==> config.mk <==
export PLATFORM = sky130hd
export DESIGN_NAME = mem_readout_arb
export DESIGN_NICKNAME = d
export VERILOG_FILES = /design/src/rtl/mem_readout_arb.sv
export SDC_FILE = /design/constraint.sdc
export NUM_CORES = 1
export LEC_CHECK = 0
export BUFFER_PORTS_ARGS = -buffer_cell sky130_fd_sc_hd__buf_2
export CORE_AREA = 2 2 294 296
export DETAILED_ROUTE_END_ITERATION = 10
export DIE_AREA = 0 0 296 298
export PLACE_DENSITY_LB_ADDON = 0.1
export SLEW_MARGIN = 20
export SYNTH_ARGS = -nofsm -noshare
export SYNTH_HDL_FRONTEND = slang
export SYNTH_SLANG_ARGS = --single-unit
export TNS_END_PERCENT = 10
==> constraint.sdc <==
create_clock -name clk -period 18.8 [get_ports clk]
set_input_delay 2.82 -clock clk [delete_from_list [all_inputs] [get_ports clk]]
set_output_delay 2.82 -clock clk [all_outputs]
set_load 0.01 [all_outputs]
==> src/rtl/mem_readout_arb.sv <==
// mem_readout_arb: drains per-channel readout memories into one merged
// stream of {bx, channel, data} words. One read per cycle at most, kept
// within a 2-word credit (output FIFO occupancy plus reads in flight).
module mem_readout_arb #(
  parameter int NCH = 12,
  parameter int DW  = 45,
  parameter int AW  = 6,
  parameter int BXW = 3,
  parameter int RR  = 0
) (
  input  logic                clk,
  input  logic                reset,
  input  logic                start,
  input  logic [BXW-1:0]      bx,
  input  logic [NCH*AW-1:0]   nitems,
  output logic [NCH*AW-1:0]   rd_addr,
  input  logic [NCH*DW-1:0]   rd_data,
  output logic [BXW+4+DW-1:0] out_data,
  output logic                out_valid,
  input  logic                out_ready,
  output logic                busy,
  output logic                done,
  output logic                aborted
);

  localparam int CW    = 4;
  localparam int OW    = BXW + CW + DW;
  localparam int NSLOT = 1 << CW;

  typedef enum logic [1:0] {IDLE, SETUP, RUN, DONE} state_t;

  state_t          state, state_nx;
  logic            setup_2nd;
  logic [AW-1:0]   remaining [NCH];
  logic [AW-1:0]   addr      [NCH];
  logic [BXW-1:0]  bx_q;
  logic [CW-1:0]   rr_ptr;
  logic            infl_v;
  logic [CW-1:0]   infl_ch;
  logic [OW-1:0]   fifo_mem  [2];
  logic            fifo_wp, fifo_rp;
  logic [1:0]      fifo_cnt;

  logic [NSLOT-1:0] elig;
  logic             any_elig;
  logic [CW-1:0]    arb_base, arb_idx, gnt_ch;
  logic [CW:0]      arb_sum;
  logic             arb_found, gnt_v;
  logic             pop, push, finish, abort_now;
  logic [1:0]       occ;

  // Eligibility vector and packed address output
  always_comb begin
    elig    = '0;
    rd_addr = '0;
    for (int unsigned k = 0; k < NCH; k++) begin
      elig[k]               = (remaining[k] != '0);
      rd_addr[k*AW +: AW]   = addr[k];
    end
    any_elig = |elig;
  end

  // Arbiter: scan eligible channels starting at the base (0 or rr_ptr)
  always_comb begin
    arb_base  = (RR != 0) ? rr_ptr : '0;
    arb_found = 1'b0;
    gnt_ch    = '0;
    arb_sum   = '0;
    arb_idx   = '0;
    for (int unsigned i = 0; i < NCH; i++) begin
      arb_sum = {1'b0, arb_base} + (CW+1)'(i);
      if (arb_sum >= (CW+1)'(NCH)) arb_sum = arb_sum - (CW+1)'(NCH);
      arb_idx = arb_sum[CW-1:0];
      if (!arb_found && elig[arb_idx]) begin
        arb_found = 1'b1;
        gnt_ch    = arb_idx;
      end
    end
  end

  // Credit, completion and abort decisions; head-of-FIFO outputs
  always_comb begin
    out_valid = (fifo_cnt != 2'd0);
    out_data  = out_valid ? fifo_mem[fifo_rp] : '0;
    pop       = out_valid & out_ready;
    push      = infl_v;
    // A word leaving this cycle frees its slot for a read issued this cycle,
    // which is what lets a ready sink see one word per cycle.
    occ       = fifo_cnt - {1'b0, pop} + {1'b0, infl_v};
    gnt_v     = (state == RUN) && !start && arb_found && (occ < 2'd2);
    finish    = (state == RUN) && !any_elig && !infl_v &&
                ((fifo_cnt == 2'd0) || ((fifo_cnt == 2'd1) && pop));
    abort_now = start && ((state == SETUP) || ((state == RUN) && !finish));
    busy      = (state == SETUP) || (state == RUN);
    done      = (state == DONE);
  end

  // Next-state logic
  always_comb begin
    state_nx = state;
    case (state)
      IDLE:    if (start) state_nx = SETUP;
      SETUP:   if (start) state_nx = SETUP;
               else if (setup_2nd) state_nx = RUN;
      RUN:     if (start) state_nx = SETUP;
               else if (finish) state_nx = DONE;
      DONE:    if (start) state_nx = SETUP;
      default: state_nx = IDLE;
    endcase
  end

  // State register, setup cycle counter and abort pulse
  always_ff @(posedge clk or posedge reset) begin
    if (reset) begin
      state     <= IDLE;
      setup_2nd <= 1'b0;
      aborted   <= 1'b0;
    end else begin
      state     <= state_nx;
      aborted   <= abort_now;
      if (start)                setup_2nd <= 1'b0;
      else if (state == SETUP)  setup_2nd <= 1'b1;
    end
  end

  // Event latch, per-channel counters/addresses and read pipeline
  always_ff @(posedge clk or posedge reset) begin
    if (reset) begin
      bx_q    <= '0;
      rr_ptr  <= '0;
      infl_v  <= 1'b0;
      infl_ch <= '0;
      for (int unsigned k = 0; k < NCH; k++) begin
        remaining[k] <= '0;
        addr[k]      <= '0;
      end
    end else if (start) begin
      bx_q    <= bx;
      rr_ptr  <= '0;
      infl_v  <= 1'b0;
      for (int unsigned k = 0; k < NCH; k++) begin
        remaining[k] <= nitems[k*AW +: AW];
        addr[k]      <= '0;
      end
    end else begin
      infl_v  <= gnt_v;
      infl_ch <= gnt_ch;
      if (gnt_v) begin
        addr[gnt_ch]      <= addr[gnt_ch] + 1'b1;
        remaining[gnt_ch] <= remaining[gnt_ch] - 1'b1;
        rr_ptr            <= (gnt_ch == CW'(NCH-1)) ? '0 : gnt_ch + 1'b1;
      end
    end
  end

  // Two-entry output FIFO; start flushes it
  always_ff @(posedge clk or posedge reset) begin
    if (reset) begin
      fifo_mem[0] <= '0;
      fifo_mem[1] <= '0;
      fifo_wp     <= 1'b0;
      fifo_rp     <= 1'b0;
      fifo_cnt    <= 2'd0;
    end else if (start) begin
      fifo_wp  <= 1'b0;
      fifo_rp  <= 1'b0;
      fifo_cnt <= 2'd0;
    end else begin
      if (push) begin
        fifo_mem[fifo_wp] <= {bx_q, infl_ch, rd_data[int'(infl_ch)*DW +: DW]};
        fifo_wp           <= ~fifo_wp;
      end
      if (pop) fifo_rp <= ~fifo_rp;
      fifo_cnt <= fifo_cnt + {1'b0, push} - {1'b0, pop};
    end
  end

endmodule

## Word-level counts from Yosys, hierarchy flattened

Index checks and enable logic that the tools add are counted.

| operators by class | value |
|---|---|
| shift operators | 1 |
| equal/unequal tests | 7 |
| $lt $le $gt $ge | 6 |
| bitwise operators | 7 |
| multiplexer cells | 58 |
| add/subtract/negate cells | 6 |
| multiply operators | 1 |
| reduce and logical (&&, ||, !) cells | 63 |
| div/mod/pow operators | 0 |

Operators with widths:

| kind | number |
|---|---|
| indexed part select 540 x 11 -> 45 bit | 1 |
| 2-to-1 mux 72 bit | 4 |
| 2-to-1 mux 52 bit | 5 |
| bitwise mux 72 bit | 2 |
| bitwise mux 104 bit | 1 |
| nonzero test 6 bit | 12 |
| demux 52 bit (select 1 bit) | 1 |
| binary-select mux 6 bit (select 4 bit) | 2 |
| 2-to-1 mux 4 bit | 10 |
| 2-to-1 mux 6 bit | 5 |
| demux 6 bit (select 4 bit) | 1 |
| logical AND 1 bit | 22 |
| 2-to-1 mux 1 bit | 20 |
| logical NOT 1 bit | 15 |
| 2-to-1 mux 2 bit | 6 |
| OR reduction 12 bit | 1 |
| multiplier 4 x 6 -> 10 bit, second input constant | 1 |
| nonzero test 2 bit | 5 |
| adder 6 x 1 -> 6 bit, second input constant | 1 |
| != test 3 bit, second input constant | 2 |
| case mux 2 bit (3 select lines) | 1 |
| subtractor 6 x 1 -> 6 bit, second input constant | 1 |
| greater-or-equal comparator 5 bit, second input constant | 1 |
| < comparator 5 x 1 -> 1 bit, second input constant | 1 |
| 17 further kinds | 28 |

| storage, ports and cells | value |
|---|---|
| latch bits | 0 |
| bits of input ports | 619 |
| output and inout bits | 128 |
| RAM bits | 0 |
| memory bits (read-only) | 0 |
| register bits | 264 |
| word-level logic and storage cells | 184 |
| memories kept | 0 |

## Logic depth before layout (Yosys ltp)

Gate-level depths: netlist of run 1.

| depth | value |
|---|---|
| depth in word-level cells | 43 |
| mapped depth | 17 |
| depth with buffers taken out | 15 |

## Least setup slack after synthesis of run 1

Ideal clock, no wire load.

| timing | value |
|---|---|
| kind | input to register |
| start | input port out_ready |
| end | register remaining[42] (netlist bit) |
| path slack | 13,802 ps |
| required time | 18,667 ps |
| buffers on the path | 0 |
| data arrival time | 4,864 ps |
| cell stages on the path | 12 |
| library setup time | 133 ps |
| path through | and2_1 -> ha_1 -> inv_1 -> ha_1 -> xor2_1 -> xnor2_1 -> and3b_1 -> nand2_1 -> nor4_1 -> nor2_1 -> a22oi_1 -> o21ai_0 |

| on the way | value |
|---|---|
| word-level cells in the longest chain between the ends | 6 |

Ends and longest elaborated chain:

| item | RTL line | text |
|---|---|---|
| start: declaration | 20 | `input logic out_ready,` |
| bitwise AND 1 bit | 85 | `pop = out_valid & out_ready;` |
| subtractor 2 x 1 -> 2 bit | 89 | `occ = fifo_cnt - {1'b0, pop} + {1'b0, infl_v};` |
| adder 2 x 1 -> 2 bit | 89 |  |
| < comparator 2 bit | 90 | `gnt_v = (state == RUN) && !start && arb_found && (occ < 2'd2);` |
| logical AND 1 bit | 90 |  |
| nonzero test 2 bit (no line) | n/a |  |
| end signal: indexed assignment | 142 | `remaining[k] <= nitems[k*AW +: AW];` |
| end signal: indexed assignment | 150 | `remaining[gnt_ch] <= remaining[gnt_ch] - 1'b1;` |
| end: declaration | 34 | `logic [AW-1:0] remaining [NCH];` |

No other way between the ends.
A chain may end at the register's enable or synchronous reset.

## Worst setup path after layout of run 1

| timing | value |
|---|---|
| start | register remaining[60] (netlist bit) |
| end | register remaining[10] (netlist bit) |

| on the way | value |
|---|---|
| word-level cells in the longest chain between the ends | 41 |
| elaborated cells on any way between the ends | 60 |
| classes of those cells | add/sub (1); order compare (2); mux (30); bitwise (1); reduce/logical (26) |

Ends and longest elaborated chain:

| item | RTL line | text |
|---|---|---|
| nonzero test 6 bit | 57 | `elig[k] = (remaining[k] != '0);` |
| logical AND 1 bit | 74 | `if (!arb_found && elig[arb_idx]) begin` |
| 2-to-1 mux 1 bit | 74 |  |
| logical NOT 1 bit | 74 |  |
| logical AND 1 bit | 74 |  |
| 2-to-1 mux 1 bit | 74 |  |
| logical NOT 1 bit | 74 |  |
| logical AND 1 bit | 74 |  |
| [... 25 more ...] | n/a |  |
| inverter 4 -> 5 bit (not written as such) | 150 |  |
| binary-select mux 6 bit (select 4 bit), or another cell as far along | 150 |  |
| 2-to-1 mux 6 bit (not written as such) / logical AND 1 bit (equally long branches) | 150 |  |
| 2-to-1 mux 6 bit (not written as such) | 150 |  |
| subtractor 6 x 1 -> 6 bit / demux 6 bit (select 4 bit) (equally long branches) | 150 |  |
| bitwise mux 72 bit | 150 |  |
| 2-to-1 mux 72 bit | 148 | `if (gnt_v) begin` |
| 2-to-1 mux 72 bit | 137 | `end else if (start) begin` |

Parallel ways exist; a longest one is shown, timed or not. The select of a mux whose other input is x is not followed.

==> flow_metrics.env, run 1 <==
export IMPL_status="completed"
export IMPL_cts_resized=0
export IMPL_wirelength_um=101600
export IMPL_synth_distinct_cells=65
export IMPL_worstPathArrival_ns=6.10
export IMPL_power_density_nw_per_um2=84.12
export IMPL_tns_ns=0
export IMPL_drt_iter0_markers=1296
export IMPL_critPathBufInv=1
export IMPL_syn_nets=2296
export IMPL_grt_pass1_wl_um=140400
export IMPL_ir_drop_uv=62.77
export IMPL_filler_cell_count=9225
export IMPL_final_nets=2970
export IMPL_final_util=0.2728
export IMPL_synth_top_area_share=0.3885
export IMPL_start_util=0.2003
export IMPL_drv_slew=0
export IMPL_cp_depth=13
export IMPL_syn_avg_cell_area_sq_um=10.18
export IMPL_clk_pin_slew_ns=0.06
export IMPL_drcViolationCount=0
export IMPL_ys_flop_type="dfrtp_1"
export IMPL_hold_viol=0
export IMPL_path_cells="nor4_1, nand4_1, nor4_2, nand2_1, nand2_1, mux2_2, a211o_1, a21o_1, inv_1, ha_1, nand3_1, xnor2_2, o21ai_0"
export IMPL_die_width_um=296
export IMPL_final_cells=3529
export IMPL_area_growth_pct=36.19
export IMPL_clockBufferDepth=3
export IMPL_io_buffers=746
export IMPL_cts_setup_buffers=0
export IMPL_grt_max_degree=145
export IMPL_crit_fanout=13
export IMPL_ctsRootBufferMaster="clkbuf_16"
export IMPL_rows=107
export IMPL_ys_warn_count=0
export IMPL_slew_headroom=0.2414
export IMPL_final_setup_viol_count=0
export IMPL_crit_family="simple AND/OR/NAND/NOR gates"
export IMPL_routedWlPerCell_um=28.79
export IMPL_multi_input_area_sq_um=9853
export IMPL_maxCapViolCount=0
export IMPL_power_leakage_nw=10.19
export IMPL_synth_edf_count=0
export IMPL_first_global_vias=17740
export IMPL_fmax_ghz=0.1755
export IMPL_regArea_sq_um=6623
export IMPL_ctsHtreeMaxLevel=2
export IMPL_total_power_mw=1.948
export IMPL_via_count=17210
export IMPL_layout_common_cells="buf_2, dfrtp_1, nor2_1"
export IMPL_io_pins=747
export IMPL_post_route_period_util=0.3031
export IMPL_path_common_cell="nand2_1"
export IMPL_via_per_inst=4.876
export IMPL_synth_cell_area_sq_um=17000
export IMPL_required_ns=19.20
export IMPL_layout_commonest_cell="buf_2"
export IMPL_finClkSkew_ns=0.02802
export IMPL_crit_type="reg2reg"
export IMPL_critPathCaptureType="register"
export IMPL_post_place_cells=3450
export IMPL_dr_pass1_iters=6
export IMPL_holdCritPathClass="reg2reg"
export IMPL_grt_setup_unrepaired="no"
export IMPL_rr_worst_depth=13
export IMPL_gp_congestion=0.9097
export IMPL_whs_path_depth=2
export IMPL_yosysTopAreaCell="dfrtp_1"
export IMPL_tightest_slew_ns=1.132
export IMPL_cpPeakStageDelay_ns=0.91
export IMPL_synth_area_leaders="dfrtp_1, mux4_2, mux2i_1"
export IMPL_die_y_um=298
export IMPL_clock_sinks=264
export IMPL_min_period_ns=5.698
export IMPL_final_layout_size_suffix_gt1_frac=0.4304
export IMPL_hpwl_um=81740
export IMPL_critPathLaunchType="register"
export IMPL_cts_tree="built"
export IMPL_insertion_delay_ns=0.58
export IMPL_antenna_found_initial=58
export IMPL_ys_seq_area_frac=0.3885
export IMPL_grt_total_usage=0.2247
export IMPL_crit_slowest_cell="xnor2_2"
export IMPL_grt_overflow_total=0
export IMPL_core_sq_um=84880
export IMPL_postCtsHoldBufs=0
export IMPL_ant_nets=0
export IMPL_synthArstFlopShare=1.000
export IMPL_cts_made_buffers=36
export IMPL_dieArea_sq_um=88210
export IMPL_netlist_instances=1670
export IMPL_synth_seq_cells=264
-- flip-flops by register name, summed over array words and instances, names as in the netlist --
register / cells
setup_2nd: 1
fifo_cnt: 2
infl_v: 1
fifo_rp: 1
state: 2
aborted: 1
fifo_wp: 1
infl_ch: 4
remaining: 72
bx_q: 3
fifo_mem: 104
rd_addr: 72
-- worst paths after layout --
kind                                     from            end  slack (ns)
worst max-delay path            remaining[60]  remaining[10]       13.10
worst min-delay path             fifo_mem[38]   fifo_mem[38]        0.48
worst max register to register  remaining[60]  remaining[10]       13.10
worst min register to register   fifo_mem[38]   fifo_mem[38]        0.48
max in group asynchronous               reset     infl_ch[1]       14.85
min in group asynchronous               reset  remaining[64]        2.42
-- power breakdown --
| part | switching, mW | internal, mW | total [mW] |
|---|---|---|---|
| registers | 0.0611 | 0.638 | 0.699 |
| clock network | 0.290 | 0.412 | 0.702 |
| logic | 0.321 | 0.227 | 0.548 |
-- kinds of logic (layout without fill, tap and decap cells) --
group,count (synthesis),count (layout),share of synthesized area
other,0,15,0
XOR/XNOR,10,10,0.005593
AND/OR/NAND/NOR,518,518,0.1447
multiplexers,286,286,0.2695
flip-flops,264,264,0.3885
adder cells (fa/ha/maj),7,7,0.005151
AO/OA/AOI/OAI,431,431,0.1503
buffers and inverters,154,854,0.03613
-- layer usage --
| metal | routed length (um) | vias to the layer above | track usage |
|---|---|---|---|
| li1 | - | 7654 | - |
| met1 | 40630 | 8664 | 0.2818 |
| met2 | 50710 | 703 | 0.3920 |
| met3 | 7852 | 154 | 0.05237 |
| met4 | 2174 | 34 | 0.04341 |
| met5 | 221 | - | 0 |
-- cell usage after synthesis (35+ instances only) --
master	n
mux2i_1	126
o21ai_0	131
a22oi_1	61
nand2_1	139
clkbuf_1	102
dfrtp_1	264
mux4_2	135
nor2_1	201
a21oi_1	114
nand3b_1	57
o21ai_1	55
nand3_1	35
-- through the flow --
step / setup slack, ns / hold slack (ns) / instance area (sq um)
after floorplan: 8.711 / 0.4496 / 17000
after global placement: 12.86 / 0.4611 / 21930
after detailed placement: 12.96 / 0.4698 / 21940
after CTS: 13.16 / 0.4810 / 23110
after global routing: 12.66 / 0.4994 / 23130
final: 13.10 / 0.4773 / 23160
-- worst reg2reg max path, cell delays in order (launching register included) --
cell	delay [ns]
dfrtp_1	0.43
nor4_1	0.47
nand4_1	0.39
nor4_2	0.65
nand2_1	0.23
nand2_1	0.53
mux2_2	0.40
a211o_1	0.31
a21o_1	0.44
inv_1	0.16
ha_1	0.23
nand3_1	0.13
xnor2_2	0.91
o21ai_0	0.24
-- final cells by class --
cell class,count,share of cell area
Inverter,13,0.002431
Tap cell,1144,0.06181
Timing Repair Buffer,777,0.1719
Clock buffer,53,0.04468
Sequential cell,264,0.2860
Multi-Input combinational cell,1252,0.4255
Antenna cell,15,0.001621
Clock inverter,11,0.006051
No activity file was read; power rests on OpenSTA's default activity.
==> run 2: changes to the inputs <==
--- a/config.mk
+++ b/config.mk
@@ -6,9 +6,9 @@
 export NUM_CORES = 1
 export LEC_CHECK = 0
 export BUFFER_PORTS_ARGS = -buffer_cell sky130_fd_sc_hd__buf_2
-export CORE_AREA = 2 2 294 296
+export CORE_AREA = 2 2 292 294
 export DETAILED_ROUTE_END_ITERATION = 10
-export DIE_AREA = 0 0 296 298
+export DIE_AREA = 0 0 294 296
 export PLACE_DENSITY_LB_ADDON = 0.1
 export SLEW_MARGIN = 20
 export SYNTH_ARGS = -nofsm -noshare
==> constraint.sdc (replaced) <==
create_clock -name clk -period 5 [get_ports clk]
set_input_delay 0.75 -clock clk [delete_from_list [all_inputs] [get_ports clk]]
set_output_delay 0.75 -clock clk [all_outputs]
set_load 0.01 [all_outputs]
==> run 2 against run 1 <==
Net effect: clock power rose to 4.0 times the previous value; combinational power rose to 3.8 times the previous value; worst hold slack worse by 0.32 ns; non-clock buffer count up 50; maximum frequency up 24%; via count up 1.5%; first-iteration DRC count down 10%.
==> flow_metrics.env, run 2 (synthesis gave the netlist of run 1 again) <==
export IMPL_insertion_delay_ns=0.56
export IMPL_crit_type="reg2reg"
export IMPL_final_setup_viol_count=0
export IMPL_routedWlPerCell_um=28.83
export IMPL_grt_max_degree=111
export IMPL_layout_commonest_cell="buf_2"
export IMPL_clockBufferDepth=3
export IMPL_io_buffers=746
export IMPL_largest_register_ffs=104
export IMPL_postCtsHoldBufs=0
export IMPL_ctsHtreeMaxLevel=2
export IMPL_hold_viol=0
export IMPL_cts_made_buffers=37
export IMPL_met2_usage=0.4000
export IMPL_final_nets=3021
export IMPL_path_common_cell="inv_1"
export IMPL_via_per_inst=4.961
export IMPL_ctsRootBufferMaster="clkbuf_16"
export IMPL_filler_cell_count=9083
export IMPL_core_sq_um=84210
export IMPL_min_period_ns=4.593
export IMPL_drt_iter0_markers=1161
export IMPL_gp_congestion=0.9113
export IMPL_crit_slowest_cell="nor4_4"
export IMPL_status="completed"
export IMPL_first_global_vias=18250
export IMPL_crit_family="simple AND/OR/NAND/NOR gates"
export IMPL_dr_pass1_iters=7
export IMPL_grt_overflow_total=0
export IMPL_final_layout_size_suffix_gt1_frac=0.4409
export IMPL_wirelength_um=101500
export IMPL_clock_sinks=264
export IMPL_cpPeakStageDelay_ns=0.49
export IMPL_slew_headroom=0.4596
export IMPL_rows=107
export IMPL_worstPathArrival_ns=5.04
export IMPL_cts_tree="built"
export IMPL_ant_nets=0
export IMPL_grtUsageMet3=0.05748
export IMPL_clk_pin_slew_ns=0.05
export IMPL_grt_pass1_wl_um=140500
export IMPL_tns_ns=0
export IMPL_ir_drop_uv=234.1
export IMPL_dieArea_sq_um=87020
export IMPL_die_width_um=294
export IMPL_post_place_cells=3444
export IMPL_drv_slew=0
export IMPL_die_y_um=296
export IMPL_power_density_nw_per_um2=320.5
export IMPL_critPathCaptureType="register"
export IMPL_layout_common_cells="buf_2, dfrtp_1, nor2_1"
export IMPL_grt_most_used_layer="met2"
export IMPL_area_growth_pct=38.51
export IMPL_crit_fanout=9
export IMPL_power_leakage_nw=10.45
export IMPL_hpwl_um=82420
export IMPL_start_util=0.2019
export IMPL_regMostFlops="fifo_mem"
export IMPL_maxCapViolCount=0
export IMPL_via_count=17460
export IMPL_required_ns=5.45
export IMPL_tightest_slew_ns=0.8106
export IMPL_final_cells=3520
export IMPL_finClkSkew_ns=0.02531
export IMPL_met1_usage=0.2747
export IMPL_antenna_found_initial=43
export IMPL_fmax_ghz=0.2177
export IMPL_critPathLaunchType="register"
export IMPL_cts_resized=0
export IMPL_drcViolationCount=0
export IMPL_grt_total_usage=0.2272
export IMPL_io_pins=747
export IMPL_holdCritPathClass="in2async"
export IMPL_post_route_period_util=0.9186
export IMPL_critPathBufInv=3
export IMPL_grt_setup_unrepaired="no"
export IMPL_path_cells="nor4_1, nand4_1, nor4_4, a21o_1, nand2_1, buf_4, mux2i_1, o22ai_1, nor3_1, inv_1, ha_1, inv_1, o31ai_1"
run 2: layout make-up:
cell class              count  area, sq um  area share
inverters                  13        52.55    0.002231
repair buffers            827         4407      0.1871
well taps                1090         1364     0.05790
multi-input cells        1252         9809      0.4165
clock inverters            12        221.5    0.009403
flip-flops and latches    264         6623      0.2812
clock buffers              50         1046     0.04441
diodes                     12        30.03    0.001275
run 2: final timing paths:
| kind | slack [ns] | start | end | cells past startpoint |
|---|---|---|---|---|
| max | 0.41 | remaining[66] | rd_addr[31] | 13 |
| min | 0.16 | reset | remaining[34] | 2 |
| max reg2reg | 0.41 | remaining[66] | rd_addr[31] | 13 |
| min reg2reg | 0.48 | fifo_mem[33] | fifo_mem[33] | 2 |
| max in group asynchronous | 3.56 | reset | rd_addr[59] | 4 |
| min in group clk | 0.42 | nitems[61] | remaining[7] | 3 |
run 2: where the power goes:
part	total, mW	switching, mW	leakage, nW	internal, mW
sequential	2.65	0.255	3.48	2.40
clock	2.81	1.05	0.624	1.77
combinational	2.08	1.19	6.35	0.894
run 2: routing by layer:
layer	routed length, um	vias up
li1	-	7753
met1	40610	8805
met2	51060	717
met3	7001	164
met4	2659	24
met5	155	-
run 2: worst register-to-register path: cells and delay by family, from the launching register on:
kind | cells | cell delay [ns]
flops | 1 | 0.39
fa+ha+maj | 1 | 0.43
simple gates | 5 | 2.07
mux | 1 | 0.18
compound gates | 3 | 0.77
buf+inv | 3 | 0.64
run 2: repair_timing:
item                       in CTS  in global routing
setup endpoints to repair       0                  2
hold endpoints to repair        0                  0
setup buffers                   0                  2
run 2: through the flow:
step	utilization	hold WS, ns	total power, mW	worst slack [ns]	instance area, sq um
finish	0.2797	0.1598	7.548	0.4070	23550
global route	0.2795	0.1618	7.975	0.03508	23540
CTS	0.2792	0.1393	7.715	0.3672	23510
detailed placement	0.2641	0.4700	4.826	0.4112	22240
global placement	0.2641	0.4615	4.808	0.4322	22240
floorplan	-	0.4496	3.767	0.7665	17010
